**src/rtl/instr_fetch_unit_if.sv**
```systemverilog
// Instruction-memory fetch bus between the fetch unit and instruction memory.
//   imem_req    : fetch request, one cycle per fetch
//   imem_addr   : word-aligned fetch address
//   imem_rvalid : response valid
//   imem_rdata  : instruction word
// The fetch unit uses the master modport and the memory uses the slave modport.
interface instr_fetch_unit_if #(
  parameter int ADDR_WIDTH = 32,
  parameter int DATA_WIDTH = 32
);
  logic                  imem_req;
  logic [ADDR_WIDTH-1:0] imem_addr;
  logic                  imem_rvalid;
  logic [DATA_WIDTH-1:0] imem_rdata;

  modport master (output imem_req, output imem_addr, input imem_rvalid, input imem_rdata);
  modport slave  (input imem_req, input imem_addr, output imem_rvalid, output imem_rdata);
endinterface

```
**src/rtl/instr_fetch_unit.sv**
```systemverilog
// Single-outstanding instruction fetch unit with redirect and field decode.
//   i_clk, i_reset      : clock, asynchronous active-high reset
//   imem (master)       : request/response bus to instruction memory
//   o_instr_valid       : held instruction is presented to decode
//   i_decode_ready      : decode accepts the held instruction this cycle
//   o_op_code .. o_rs2  : bit-slice fields of the held word
//   o_instr, o_pc, o_pc_plus4 : held word, its address, and that address + 4
//   i_redirect, i_redirect_target : taken branch/jump and its target
//   o_misaligned_err    : sticky flag, set by any redirect target with bits[1:0] != 0
//   o_illegal_instr     : unknown opcode in VALID (only with FETCH_ILLEGAL_CHECK_EN)
// Optional feature macro: FETCH_ILLEGAL_CHECK_EN enables the opcode legality check.
// When the macro is not defined, o_illegal_instr is held at 0.
module instr_fetch_unit #(
  parameter int                    ADDR_WIDTH    = 32,
  parameter int                    DATA_WIDTH    = 32,
  parameter logic [ADDR_WIDTH-1:0] RESET_VECTOR  = '0,
  parameter int                    OP_CODE_WIDTH = 7,
  parameter int                    FUNCT3_WIDTH  = 3,
  parameter int                    FUNCT7_WIDTH  = 7
) (
  input  logic                     i_clk,
  input  logic                     i_reset,
  instr_fetch_unit_if.master       imem,
  output logic                     o_instr_valid,
  input  logic                     i_decode_ready,
  output logic [OP_CODE_WIDTH-1:0] o_op_code,
  output logic [FUNCT3_WIDTH-1:0]  o_funct3,
  output logic [FUNCT7_WIDTH-1:0]  o_funct7,
  output logic [4:0]               o_rd,
  output logic [4:0]               o_rs1,
  output logic [4:0]               o_rs2,
  output logic [DATA_WIDTH-1:0]    o_instr,
  output logic [ADDR_WIDTH-1:0]    o_pc,
  output logic [ADDR_WIDTH-1:0]    o_pc_plus4,
  input  logic                     i_redirect,
  input  logic [ADDR_WIDTH-1:0]    i_redirect_target,
  output logic                     o_misaligned_err,
  output logic                     o_illegal_instr
);

  typedef enum logic [1:0] {ISSUE, WAIT, VALID, DISCARD} state_e;

  state_e                 state_q;
  logic [ADDR_WIDTH-1:0]  pc_q;      // next fetch address
  logic [ADDR_WIDTH-1:0]  ipc_q;     // address of the held instruction
  logic [DATA_WIDTH-1:0]  instr_q;
  logic                   misaligned_q;

  // Misaligned targets are forced to a word boundary and flagged.
  logic [ADDR_WIDTH-1:0]  tgt_aligned;
  assign tgt_aligned = {i_redirect_target[ADDR_WIDTH-1:2], 2'b00};

  always_ff @(posedge i_clk or posedge i_reset) begin
    if (i_reset) begin
      state_q      <= ISSUE;
      pc_q         <= RESET_VECTOR;
      ipc_q        <= '0;
      instr_q      <= '0;
      misaligned_q <= 1'b0;
    end else begin
      if (i_redirect) begin
        pc_q <= tgt_aligned;
        if (i_redirect_target[1:0] != 2'b00) misaligned_q <= 1'b1;
      end
      unique case (state_q)
        // The request goes out this cycle. On a redirect, the request is reissued
        // at the new target. Any response to the abandoned request arrives in
        // ISSUE and is ignored there.
        ISSUE: state_q <= i_redirect ? ISSUE : WAIT;
        WAIT: begin
          if (i_redirect)
            state_q <= imem.imem_rvalid ? ISSUE : DISCARD;
          else if (imem.imem_rvalid) begin
            instr_q <= imem.imem_rdata;
            ipc_q   <= pc_q;
            pc_q    <= pc_q + ADDR_WIDTH'(4);   // wraps modulo 2^ADDR_WIDTH
            state_q <= VALID;
          end
        end
        VALID: if (i_redirect || i_decode_ready) state_q <= ISSUE;
        // Drop the response that is still in flight. A further redirect only
        // updates pc_q. If that redirect arrives together with the dropped
        // response, no request is outstanding, so the unit can issue again.
        DISCARD: if (imem.imem_rvalid) state_q <= ISSUE;
        default: state_q <= ISSUE;
      endcase
    end
  end

  assign imem.imem_req  = (state_q == ISSUE) && !i_reset;
  assign imem.imem_addr = pc_q;

  assign o_instr_valid    = (state_q == VALID);
  assign o_instr          = instr_q;
  assign o_op_code        = instr_q[6:0];
  assign o_rd             = instr_q[11:7];
  assign o_funct3         = instr_q[14:12];
  assign o_rs1            = instr_q[19:15];
  assign o_rs2            = instr_q[24:20];
  assign o_funct7         = instr_q[31:25];
  assign o_pc             = ipc_q;
  assign o_pc_plus4       = ipc_q + ADDR_WIDTH'(4);
  assign o_misaligned_err = misaligned_q;

`ifdef FETCH_ILLEGAL_CHECK_EN
  logic op_known;
  always_comb begin
    op_known = 1'b0;
    case (instr_q[6:0])
      7'b0000011, 7'b0100011, 7'b0110011, 7'b0010011,
      7'b1100011, 7'b1101111, 7'b1100111: op_known = 1'b1;
      default: op_known = 1'b0;
    endcase
  end
  assign o_illegal_instr = (state_q == VALID) && !op_known;
`else
  assign o_illegal_instr = 1'b0;
`endif

endmodule
```
**src/flat_wrapper.sv**
```systemverilog
// flat-port wrapper written by rule: the top's interface ports become plain ports
module instr_fetch_unit_flat 
#(
  parameter int                    ADDR_WIDTH    = 32,
  parameter int                    DATA_WIDTH    = 32,
  parameter logic [ADDR_WIDTH-1:0] RESET_VECTOR  = '0,
  parameter int                    OP_CODE_WIDTH = 7,
  parameter int                    FUNCT3_WIDTH  = 3,
  parameter int                    FUNCT7_WIDTH  = 7
)
  (i_clk, i_reset, o_instr_valid, i_decode_ready, o_op_code, o_funct3, o_funct7, o_rd, o_rs1, o_rs2, o_instr, o_pc, o_pc_plus4, i_redirect, i_redirect_target, o_misaligned_err, o_illegal_instr, imem_imem_req, imem_imem_addr, imem_imem_rvalid, imem_imem_rdata);
  instr_fetch_unit_if #(.ADDR_WIDTH(ADDR_WIDTH), .DATA_WIDTH(DATA_WIDTH)) imem_i ();
  input  logic i_clk;
  input  logic i_reset;
  output logic o_instr_valid;
  input  logic i_decode_ready;
  output logic [OP_CODE_WIDTH-1:0] o_op_code;
  output logic [FUNCT3_WIDTH-1:0] o_funct3;
  output logic [FUNCT7_WIDTH-1:0] o_funct7;
  output logic [4:0] o_rd;
  output logic [4:0] o_rs1;
  output logic [4:0] o_rs2;
  output logic [DATA_WIDTH-1:0] o_instr;
  output logic [ADDR_WIDTH-1:0] o_pc;
  output logic [ADDR_WIDTH-1:0] o_pc_plus4;
  input  logic i_redirect;
  input  logic [ADDR_WIDTH-1:0] i_redirect_target;
  output logic o_misaligned_err;
  output logic o_illegal_instr;
  output wire logic [$bits(imem_i.imem_req)-1:0] imem_imem_req;
  output wire logic [$bits(imem_i.imem_addr)-1:0] imem_imem_addr;
  input wire logic [$bits(imem_i.imem_rvalid)-1:0] imem_imem_rvalid;
  input wire logic [$bits(imem_i.imem_rdata)-1:0] imem_imem_rdata;
  assign imem_imem_req = imem_i.imem_req;
  assign imem_imem_addr = imem_i.imem_addr;
  assign imem_i.imem_rvalid = imem_imem_rvalid;
  assign imem_i.imem_rdata = imem_imem_rdata;
  instr_fetch_unit #(.ADDR_WIDTH(ADDR_WIDTH), .DATA_WIDTH(DATA_WIDTH), .RESET_VECTOR(RESET_VECTOR), .OP_CODE_WIDTH(OP_CODE_WIDTH), .FUNCT3_WIDTH(FUNCT3_WIDTH), .FUNCT7_WIDTH(FUNCT7_WIDTH)) u_core (.i_clk(i_clk), .i_reset(i_reset), .imem(imem_i), .o_instr_valid(o_instr_valid), .i_decode_ready(i_decode_ready), .o_op_code(o_op_code), .o_funct3(o_funct3), .o_funct7(o_funct7), .o_rd(o_rd), .o_rs1(o_rs1), .o_rs2(o_rs2), .o_instr(o_instr), .o_pc(o_pc), .o_pc_plus4(o_pc_plus4), .i_redirect(i_redirect), .i_redirect_target(i_redirect_target), .o_misaligned_err(o_misaligned_err), .o_illegal_instr(o_illegal_instr));
endmodule
```
**config.mk**
```make
export PLATFORM = sky130hd
export DESIGN_NAME = instr_fetch_unit_flat
export DESIGN_NICKNAME = d
export VERILOG_FILES = /design/src/rtl/instr_fetch_unit_if.sv /design/src/rtl/instr_fetch_unit.sv /design/src/flat_wrapper.sv
export SDC_FILE = /design/constraint.sdc
export NUM_CORES = 1
export LEC_CHECK = 0
export ABC_AREA = 1
export ABC_CLOCK_PERIOD_IN_PS = 6300
export CORE_UTILIZATION = 48
export DETAILED_ROUTE_END_ITERATION = 10
export GPL_ROUTABILITY_DRIVEN = 0
export GPL_TIMING_DRIVEN = 0
export PLACE_DENSITY = 0.87
export SLEW_MARGIN = 10
export SYNTH_ARGS = -nofsm -noshare
export SYNTH_HDL_FRONTEND = slang
export SYNTH_SLANG_ARGS = --single-unit
```
**constraint.sdc**
```tcl
create_clock -name i_clk -period 6.3 [get_ports i_clk]
set_input_delay 1.26 -clock i_clk [delete_from_list [all_inputs] [get_ports i_clk]]
set_output_delay 1.26 -clock i_clk [all_outputs]
set_load 0.1 [all_outputs]
```
## Yosys cells after proc, flatten, opt, wreduce, memory -nomap -nowiden

Cells that the tools add are included.

| word-level totals | value |
|---|---|
| output and inout port bits | 164 |
| bits of input ports | 69 |
| word-level logic and storage cells | 33 |
| flip-flop bits (word level) | 99 |

| operators by class | value |
|---|---|
| bitwise logic cells | 1 |
| add/sub/neg operators | 2 |
| muxes and demuxes | 11 |
| reductions and logical operators | 8 |
| equal/unequal tests | 6 |

Operators by type and width:

| kind | count |
|---|---|
| 2-to-1 mux 32 bit | 4 |
| adder 32 x 3 -> 32 bit, second input constant | 2 |
| 2-to-1 mux 2 bit | 5 |
| one-hot mux 2 bit (4 select lines) | 1 |
| AND reduction 3 bit | 2 |
| equality test 2 bit, second input constant | 2 |
| inequality test 3 bit, second input constant | 1 |
| equality test 2 x 1 -> 1 bit, second input constant | 1 |
| zero test 2 bit | 1 |
| inequality test 2 x 1 -> 1 bit, second input constant | 1 |
| inequality test 2 bit, second input constant | 1 |
| AND reduction 2 bit | 1 |
| nonzero test 2 bit | 1 |
| logical AND 1 bit | 1 |
| zero test 1 bit | 1 |
| logical OR 1 bit | 1 |
| 2-to-1 mux 1 bit | 1 |
| NOT 1 bit | 1 |

## Logic depth before layout (Yosys ltp)

| logic depth | value |
|---|---|
| depth after elaboration | 4 |
| gate-level depth with buffers | 10 |
| depth with buffers taken out | 9 |

## Worst setup path after synthesis

OpenSTA, ideal clock, no wires.

| timing path | value |
|---|---|
| path type | register -> output |
| start point | register u_core.ipc_q[2] (netlist: u_core.o_pc[2]) |
| end point | output port o_pc_plus4[27] |
| arrival time | 3524 ps |
| slack | 1516 ps |
| data required time | 5040 ps |
| cell stages (with the launch flop) | 5 |
| buffers on the path | 0 |
| cells stage by stage | dfrtp_1 > inv_1 > nor2_1 > nand2_1 > xnor2_1 |

| on the way | value |
|---|---|
| cells in the longest elaborated chain, start to end | 1 |

Ends and longest elaborated chain:

| item | line | source |
|---|---|---|
| start: declaration | instr_fetch_unit.sv:45 | `logic [ADDR_WIDTH-1:0] ipc_q;` |
| start signal: assignment | instr_fetch_unit.sv:75 | `ipc_q <= pc_q;` |
| adder 32 x 3 -> 32 bit | instr_fetch_unit.sv:102 | `assign o_pc_plus4 = ipc_q + ADDR_WIDTH'(4);` |
| end: declaration | flat_wrapper.sv:25 | `output logic [ADDR_WIDTH-1:0] o_pc_plus4;` |

Every way passes these cells.

## Final worst setup path

| timing path | value |
|---|---|
| start point | register u_core.ipc_q[3] (netlist: u_core.o_pc[3]) |
| end point | output port o_pc_plus4[20] |

The elaborated chain is that of the path after synthesis.

==> impl_metrics.json <==
{
  "status": "finished clean",
  "yosys_warnings": 0,
  "via_per_inst": 5.30,
  "core_um2": 12100,
  "most-common-layout-cells": "nand2_1 (281), clkdlybuf4s50_1 (231), dfrtp_1 (99)",
  "slew_headroom_pct": 30.4,
  "cp_max_fo": 5,
  "cts_resized": 0,
  "worst_hold_slack_ns": 0.482,
  "antenna_found_initial": 0,
  "synth_seq_cells": 99,
  "synth_nets": 887,
  "initial_utilization_pct": 49.6,
  "cts_tree": "built",
  "layout_setup_ws_ns": 1.95,
  "crit_family": "buffers and inverters",
  "grt-ovfl-total": 0,
  "core.rowCount": 40,
  "crit_type": "flip-flop to output pin",
  "ant_nets": 0,
  "grt_usage_pct": 31.7,
  "seqCellArea_um2": 2480,
  "avgSynthCellArea_um2": 7.33,
  "clk_pin_slew_worst_paths_ns": 0.07,
  "postLayoutCoreUtil_pct": 73.2,
  "dp_hpwl_um": 15300,
  "crit_slowest_cell": "clkdlybuf4s50_1",
  "grt_pass1_vias": 6283,
  "syn_area_um2": 5980,
  "wl_per_cell_um": 16.2,
  "multi_input_area_um2": 2830,
  "startpoint_type": "flip-flop",
  "hold_buffers": 0,
  "synth_cell_types": 43,
  "dr.pass1.iters": 5,
  "finalWirelength_um": 19900,
  "min_period_ns": 4.35,
  "cts_root_buf": "clkbuf_16",
  "fmax_mhz": 230,
  "dieArea_um2": 12900,
  "vias": 6524,
  "drt-initial-drc-count": 629,
  "final_common_cell": "nand2_1",
  "clock_skew_ns": 0.00645,
  "finalCritPeriodShare_pct": 69.0,
  "worst_pin_slew_ns": 1.04,
  "nFillCells": 931,
  "nNetsFinal": 1130,
  "cap_violations": 0,
  "final_layout_size_suffix_gt1_share_pct": 10.5,
  "end_kind": "output pin",
  "cts_buffers": 9,
  "grt_setup_unrepaired": "no",
  "setup-violations-final": 0,
  "portBuffers": 231,
  "hp-class": "flip-flop to flip-flop",
  "critPathRequiredTime_ns": 5.04,
  "crit_chain": "ha_1 > nand2_1 > inv_1 > nand3_2 > nor3_4 > nand3_1 > xor2_1 > clkdlybuf4s50_1",
  "worst_ep_arrival_time_ns": 3.09,
  "clock_path_buffers": 2,
  "clock-sinks": 99,
  "htree_levels": 3,
  "min_path_cells": 1,
  "cp_slowest_stage_delay_ns": 1.15,
  "drc": 0,
  "final_hold_viol_count": 0,
  "post_cts.repair.setup_buffers": 0,
  "synthToLayoutAreaGrowth_pct": 47.6,
  "netlist_instances": 816,
  "io_pins": 233,
  "die_h_um": 114,
  "grt_pass1_wl_um": 31500,
  "ys_seq_area_share_pct": 41.4,
  "pre_cts_ws_ns": 2.06,
  "grt_start_max_net_pins": 60,
  "fp.dieW_um": 114,
  "drv_slew": 0,
  "worstRegToRegCells": 8,
  "worstSkewPairLatency_ns": 0.35,
  "setup-tns-final_ns": 0,
  "crit_buf_inv": 2,
  "antenna_cells": 0,
  "crit_cells": 8
}
final timing paths:
check                                         start  slack (ns)                        end
min reg2reg                 u_core.o_misaligned_err        0.48    u_core.o_misaligned_err
min in group asynchronous                   i_reset        1.43          u_core.o_instr[7]
max                                  u_core.o_pc[3]        1.95             o_pc_plus4[20]
min                         u_core.o_misaligned_err        0.48    u_core.o_misaligned_err
max in group asynchronous                   i_reset        4.20            u_core.o_pc[14]
max reg2reg                u_core.imem.imem_addr[3]        4.55  u_core.imem.imem_addr[26]
sequential cells by signal (all words and copies together), names as in the netlist:
name                     cells
u_core.o_misaligned_err      1
u_core.o_pc                 32
u_core.o_instr              32
u_core.state_q               2
u_core.imem.imem_addr       32
synth_stat cells:
library cell / instances / area (um^2)
dfrtp_1: 99 / 2480
xor2_1: 21 / 184
nand2_2: 7 / 43.8
inv_2: 6 / 22.5
a31oi_1: 2 / 12.5
o21bai_1: 1 / 7.51
xnor2_1: 6 / 52.6
nand3_4: 1 / 17.5
ha_1: 2 / 25.0
o21ai_1: 6 / 30.0
o31ai_1: 1 / 7.51
conb_1: 1 / 3.75
nor4_1: 1 / 6.26
o221ai_1: 1 / 8.76
o21a_1: 5 / 37.5
nor2_2: 3 / 18.8
buf_6: 4 / 45.0
nand3_1: 36 / 180
a21oi_1: 10 / 50.1
nand3_2: 5 / 50.1
buf_2: 16 / 80.1
buf_4: 39 / 293
and2_1: 1 / 6.26
nand4_1: 6 / 37.5
nor2_4: 5 / 56.3
nand3b_1: 2 / 15.0
and3_1: 1 / 6.26
or2_2: 1 / 6.26
clkbuf_1: 3 / 11.3
nand2_1: 281 / 1050
inv_1: 59 / 221
nor3_2: 5 / 50.1
o211ai_1: 11 / 82.6
o22ai_1: 6 / 37.5
a211oi_1: 2 / 15.0
nor3_4: 1 / 16.3
mux2i_1: 2 / 20.0
nor3_1: 24 / 120
nor3b_1: 2 / 15.0
o21ai_0: 35 / 175
nand2_4: 1 / 11.3
nor2_8: 1 / 20.0
nor2_1: 94 / 353
worst reg2reg max path, stage by stage, from the launching register on:
cell     delay, ns
dfrtp_1       0.47
ha_1          0.29
nand3_4       0.12
nor3_1        0.42
nand2_1       0.10
nand2_1       0.07
nand2_1       0.05
nand2_1       0.05
o21ai_1       0.06
routing by layer:
| layer | vias to the layer above | wire length [um] | GRT usage [%] | part of all wire [%] |
|---|---|---|---|---|
| li1 | 3048 | - | - | - |
| met1 | 3024 | 7740 | 39.7 | 39 |
| met2 | 369 | 9460 | 51.9 | 48 |
| met3 | 83 | 1750 | 6.32 | 8.8 |
| met4 | 0 | 947 | 16.6 | 4.8 |
| met5 | - | 0 | 0 | 0 |
per-stage QoR:
stage                     std cells  cell area (um^2)
after floorplan                 816              5980
after global placement         1215              8510
after detailed placement       1216              8530
after CTS                      1231              8830
after global routing           1231              8830
final                          1231              8830
final cells by class:
| cell class | count | area share, % |
|---|---|---|
| clock buffer | 10 | 2.71 |
| tap | 168 | 2.38 |
| multi-input combinational | 590 | 32.1 |
| clock inverter | 5 | 0.722 |
| sequential | 99 | 28.0 |
| inverter | 65 | 2.79 |
| buffer | 62 | 4.86 |
| timing repair buffer | 232 | 26.4 |
logic make-up (layout without fill, tap and decap cells):
group | after synthesis | in the layout | share of synthesized area (%)
buf+inv | 127 | 374 | 11.2
simple gates | 478 | 478 | 34.8
other cells | 1 | 1 | 0.0627
flops | 99 | 99 | 41.4
compound gates | 80 | 80 | 7.76
mux | 2 | 2 | 0.335
fa+ha+maj | 2 | 2 | 0.418
xor+xnor | 27 | 27 | 3.95
Power is left out: the tool's default activity adds up to more than one toggle a clock period on the data nets, which glitch-free logic cannot reach.
